[src/rtl/div_pkg.sv]
// div_pkg: state encoding and counter sizing shared by the sequential divider.
package div_pkg;
   localparam logic [1:0] IDLE   = 2'd0;
   localparam logic [1:0] CALC   = 2'd1;
   localparam logic [1:0] FINISH = 2'd2;
   function automatic int cnt_width(input int w);
      return $clog2(w);
   endfunction
endpackage

[src/rtl/div_step.sv]
// div_step: one radix-2 restoring step, shifting in a dividend bit and subtracting when possible.
module div_step #(
   parameter int WIDTH = 32
) (
   input  logic [WIDTH:0]   p_i,
   input  logic             bit_i,
   input  logic [WIDTH-1:0] d_i,
   output logic [WIDTH:0]   p_o,
   output logic             q_o
);
   logic [WIDTH+1:0] t;
   assign t   = {p_i, bit_i};
   assign q_o = t >= {2'b0, d_i};
   assign p_o = (WIDTH+1)'(q_o ? t - {2'b0, d_i} : t);
endmodule

[src/rtl/seq_signed_divider.sv]
// seq_signed_divider: multi-cycle signed divider with C semantics, one quotient bit per clock.
module seq_signed_divider
   import div_pkg::*;
#(
   parameter int WIDTH = 32
) (
   input  logic             clk,
   input  logic             rst,
   input  logic             start,
   input  logic [WIDTH-1:0] in1,
   input  logic [WIDTH-1:0] in2,
   output logic [WIDTH-1:0] quotient,
   output logic [WIDTH-1:0] remainder,
   output logic             busy,
   output logic             done,
   output logic             div_by_zero,
   output logic             overflow
);
   localparam int CW = cnt_width(WIDTH);
   localparam logic [WIDTH-1:0] MIN = {1'b1, {(WIDTH-1){1'b0}}};
   logic [1:0]       state_q, state_d;
   logic [CW-1:0]    cnt_q, cnt_d;
   logic [WIDTH-1:0] a_q, a_d, b_q, b_d, quo_q, quo_d, rem_q, rem_d, r_src;
   logic [WIDTH:0]   p_q, p_d, p_nxt;
   logic             s1_q, s1_d, s2_q, s2_d, busy_q, busy_d, done_q, done_d;
   logic             dbz_q, dbz_d, ovf_q, ovf_d, q_bit;
   div_step #(.WIDTH(WIDTH)) u_step (
      .p_i  (p_q),
      .bit_i(a_q[WIDTH-1]),
      .d_i  (b_q),
      .p_o  (p_nxt),
      .q_o  (q_bit)
   );
   // a_q holds the dividend magnitude and fills with quotient bits as it shifts out
   assign r_src = b_q == '0 ? a_q : p_q[WIDTH-1:0];
   always_comb begin
      state_d = state_q;
      cnt_d   = cnt_q;
      a_d     = a_q;
      b_d     = b_q;
      p_d     = p_q;
      s1_d    = s1_q;
      s2_d    = s2_q;
      quo_d   = quo_q;
      rem_d   = rem_q;
      busy_d  = busy_q;
      done_d  = 1'b0;
      dbz_d   = dbz_q;
      ovf_d   = ovf_q;
      if (state_q == IDLE) begin
         if (start) begin
            a_d     = in1[WIDTH-1] ? -in1 : in1;
            b_d     = in2[WIDTH-1] ? -in2 : in2;
            s1_d    = in1[WIDTH-1];
            s2_d    = in2[WIDTH-1];
            p_d     = '0;
            cnt_d   = CW'(WIDTH-1);
            busy_d  = 1'b1;
            dbz_d   = 1'b0;
            ovf_d   = 1'b0;
            state_d = in2 == '0 ? FINISH : CALC;
         end
      end else if (state_q == CALC) begin
         p_d     = p_nxt;
         a_d     = {a_q[WIDTH-2:0], q_bit};
         cnt_d   = cnt_q - 1'b1;
         state_d = cnt_q == '0 ? FINISH : CALC;
      end else if (state_q == FINISH) begin
         quo_d   = b_q == '0 ? '1 : (s1_q ^ s2_q ? -a_q : a_q);
         rem_d   = s1_q ? -r_src : r_src;
         dbz_d   = b_q == '0;
         // a divisor of magnitude 1 leaves the quotient magnitude equal to the dividend magnitude
         ovf_d   = s1_q & s2_q & (b_q == WIDTH'(1)) & (a_q == MIN);
         done_d  = 1'b1;
         busy_d  = 1'b0;
         state_d = IDLE;
      end else begin
         state_d = IDLE;
      end
   end
   always_ff @(posedge clk) begin
      if (rst) begin
         state_q <= IDLE;
         cnt_q   <= '0;
         a_q     <= '0;
         b_q     <= '0;
         p_q     <= '0;
         s1_q    <= 1'b0;
         s2_q    <= 1'b0;
         quo_q   <= '0;
         rem_q   <= '0;
         busy_q  <= 1'b0;
         done_q  <= 1'b0;
         dbz_q   <= 1'b0;
         ovf_q   <= 1'b0;
      end else begin
         state_q <= state_d;
         cnt_q   <= cnt_d;
         a_q     <= a_d;
         b_q     <= b_d;
         p_q     <= p_d;
         s1_q    <= s1_d;
         s2_q    <= s2_d;
         quo_q   <= quo_d;
         rem_q   <= rem_d;
         busy_q  <= busy_d;
         done_q  <= done_d;
         dbz_q   <= dbz_d;
         ovf_q   <= ovf_d;
      end
   end
   assign quotient    = quo_q;
   assign remainder   = rem_q;
   assign busy        = busy_q;
   assign done        = done_q;
   assign div_by_zero = dbz_q;
   assign overflow    = ovf_q;
endmodule

[config.mk]
export PLATFORM = sky130hd
export DESIGN_NAME = seq_signed_divider
export DESIGN_NICKNAME = d
export VERILOG_FILES = /design/src/rtl/div_pkg.sv /design/src/rtl/div_step.sv /design/src/rtl/seq_signed_divider.sv
export SDC_FILE = /design/constraint.sdc
export NUM_CORES = 1
export LEC_CHECK = 0
export BUFFER_PORTS_ARGS = -buffer_cell sky130_fd_sc_hd__buf_2
export CAP_MARGIN = 10
export CELL_PAD_IN_SITES_DETAIL_PLACEMENT = 1
export CELL_PAD_IN_SITES_GLOBAL_PLACEMENT = 1
export CORE_MARGIN = 2
export CORE_UTILIZATION = 45
export CTS_BUF_LIST = sky130_fd_sc_hd__clkbuf_8
export DETAILED_ROUTE_END_ITERATION = 7
export GPL_TIMING_DRIVEN = 0
export PLACE_DENSITY_LB_ADDON = 0.1
export SLEW_MARGIN = 20
export SYNTH_ARGS = -nofsm -noshare
export SYNTH_HDL_FRONTEND = slang
export SYNTH_HIERARCHICAL = 1
export SYNTH_SLANG_ARGS = --single-unit
[constraint.sdc]
create_clock -name clk -period 9 [get_ports clk]
set_input_delay 0.9 -clock clk [delete_from_list [all_inputs] [get_ports clk]]
set_output_delay 0.9 -clock clk [all_outputs]
set_load 0.02 [all_outputs]
==> qor.csv <==
metric;value;unit
finalPower;5.621;mW
crit_chain;nor4_1 -> nand4_1 -> or3_1 -> clkbuf_1 -> buf_1 -> clkbuf_1 -> mux2i_1 -> ha_1 -> or4b_2 -> nor2_1 -> o311ai_0 -> o31ai_2 -> a31oi_1 -> xor2_1 -> o21ai_0;
worst_setup_path_end_kind;flop;
fillers;3441;
clock-sinks;174;
cts_root_buffer;clkbuf_8;
synth.avg_cell_area;7.567;µm²
rsz0062_at_grt;false;
crit_required;9350;ps
relSlewSlack;0.4047;
fin_skew;26.00;ps
clock_power_share;0.108;
cts-resized-gates;0;
setup_violations;0;
hold_buffers;0;
async_reset_ff_frac;0;
cpMostUsedCell;clkbuf_1;
crit_type;reg -> reg;
hold_violations;0;
ir_drop;0.3073;mV
p_leak;5.543;nW
power_switching;3.009;mW
grt_pass1_vias;12742;
grt_pass1_wl;73440;µm
path_clk_slew;110;ps
hpwl;37890;µm
drive_gt1_frac;0.1234;
grt_max_degree;17;
ys.flop_type;dfxtp_1;
ios;135;
synth_cells;1600;
outcome;finished clean;
grt_overflow;0;
syn-num-nets;1706;
clock_latency;490;ps
final_cell_mix;nor2_1, nand2_1, dfxtp_1;
sw_frac_of_total;0.5353;
critPathMaxFanout;10;
syn-cell-area;12110;µm²
slew_violations;0;
cts_buffers;17;
seq_area;3483;µm²
die_x;168.0;µm
first_pass_iters;5;
drt_iter0_drc;1027;
period_needed;5488;ps
drtAntennaViolNets;0;
worst_slew_pin_slew;886.1;ps
synth_cell_type_count;82;
seqPwrFrac;0.200;
crit_path_start_kind;flop;
ys_seq_elements;174;
max_freq;0.1822;GHz
cts_max_level;4;
p_comb_frac;0.693;
viasPerCell;6.156;
io_buffers;134;
crit_slowest_cell;or4b_2;
r2r_slack;3510;ps
post-cts-setup-buffers;0;
drc;0;
cp.arrival;5840;ps
num_rows;60;
die_h;168.0;µm
drv_cap;0;
routed_wl;47580;µm
hold_class;reg -> reg;
core;26650;µm²
floorplan.initialDensity;0.4543;
synth-warning-count;6;
setup_tns;0;ps
finalCritPeriodShare;0.6098;
synth_enable_flop_cells;0;
synth-seq-area-share;0.2877;
die-area;28230;µm²
multi_input_area;7931;µm²
clk_path_buf_depth;2;
antennaDiodeCount;0;
grt_use_total;0.3337;
cp_slowest_stage_delay;680;ps
wl_per_cell;22.58;µm
antenna_found_initial;1;
vias;12970;
power_density;412.6;nW/µm²
mostFrequentLayoutCell;nor2_1;
p_int;2.612;mW
cts_tree;done;
gp_congestion;0.9825;
area_growth_syn_to_layout;12.50;%
nNetsFinal;1859;
area by class of cell:
| type | count | share of cell area |
|---|---|---|
| Clock inverter | 13 | 0.01121 |
| Buffer | 114 | 0.03518 |
| Clock buffer | 19 | 0.01920 |
| Tap cell | 341 | 0.03132 |
| Sequential cell | 174 | 0.2557 |
| Multi-Input combinational cell | 1255 | 0.5823 |
| Timing Repair Buffer | 134 | 0.04923 |
| Inverter | 57 | 0.01589 |
final timing paths:
kind	to	depth (start not counted)	startpoint
setup reg to reg	remainder[30]	15	b_q[31]
setup / recovery	remainder[30]	15	b_q[31]
hold / removal	remainder[1]	2	remainder[1]
hold reg to reg	remainder[1]	2	remainder[1]
cell usage after synthesis (all sizes together), types with 6 or more instances:
cell     count  area, µm²
nor2       192      720.7
dfxtp      174       3483
nand2      174      653.1
o21ai      107      550.5
a21oi       94      474.2
clkbuf      93      351.6
xor2        79      691.9
a211oi      74      555.5
inv         57      216.5
nand3       54      275.3
xnor2       51      446.7
mux2i       41      410.4
ha          38      475.5
o31ai       29      222.7
nand3b      28      210.2
nor4        27      175.2
or3         23      153.9
nor3        22      110.1
buf         21      127.6
or4         21      168.9
nand4       20      125.1
o41ai       18      180.2
a311oi      15      131.4
a21o        14      105.1
a31oi       12      75.07
o211ai      12      95.09
o311ai      12      105.1
o21bai      10      75.07
or2          9      56.30
a2111oi      8      77.57
nor2b        8      50.05
and3         7      46.29
nand2b       6      37.54
logic make-up after synthesis:
group / Yosys count / share of synthesized area
DFF: 174 / 0.2877
and+or+nand+nor: 604 / 0.2393
AOI/OAI and AO/OA: 435 / 0.2402
adders and majority gates: 39 / 0.04092
muxes: 47 / 0.04040
buffers and inverters: 171 / 0.05746
xor gates and xnor gates: 130 / 0.09404
routing by layer:
metal | part of all wire | track usage
met2 | 0.44 | 0.5248
met5 | 0 | 0
met4 | 0.027 | 0.1028
met1 | 0.47 | 0.4643
met3 | 0.066 | 0.06182
sequential cells by signal, summed over array words and instances, names as in the netlist:
signal	flops
cnt_q	5
done	1
s2_q	1
p_q	33
b_q	32
overflow	1
div_by_zero	1
s1_q	1
remainder	32
state_q	2
quotient	32
a_q	32
busy	1
stage by stage:
stage	util	area (µm²)	hold slack [ps]	cells	setup WS (ps)
finish	0.5111	13620	461.0	2107	3512
global route	0.5111	13620	489.3	2107	3384
CTS	0.5111	13620	466.8	2107	3691
detailed placement	0.4956	13210	450.4	2075	3732
global placement	0.4955	13210	437.8	2075	3706
floorplan	-	12110	440.0	1600	5121
power groups by stage:
stage	Sequential, mW	Clock (mW)	Combinational [mW]
6_report	1.12	0.605	3.89
5_1_grt	1.13	0.641	4.23
4_1_cts	1.11	0.605	3.81
3_3_place_gp	1.13	0	3.71
2_1_floorplan	1.02	0	2.79
3_5_place_dp	1.13	0	3.77
worst max-delay path, delay by kind of cell (launching register included):
family,cells,cell delay (ps)
AOI/OAI and AO/OA,4,740
adders and majority gates,1,320
and+or+nand+nor,5,1420
buffers and inverters,3,1730
DFF,1,490
xor gates and xnor gates,1,280
muxes,1,370
(Power assumes the default switching activity.)
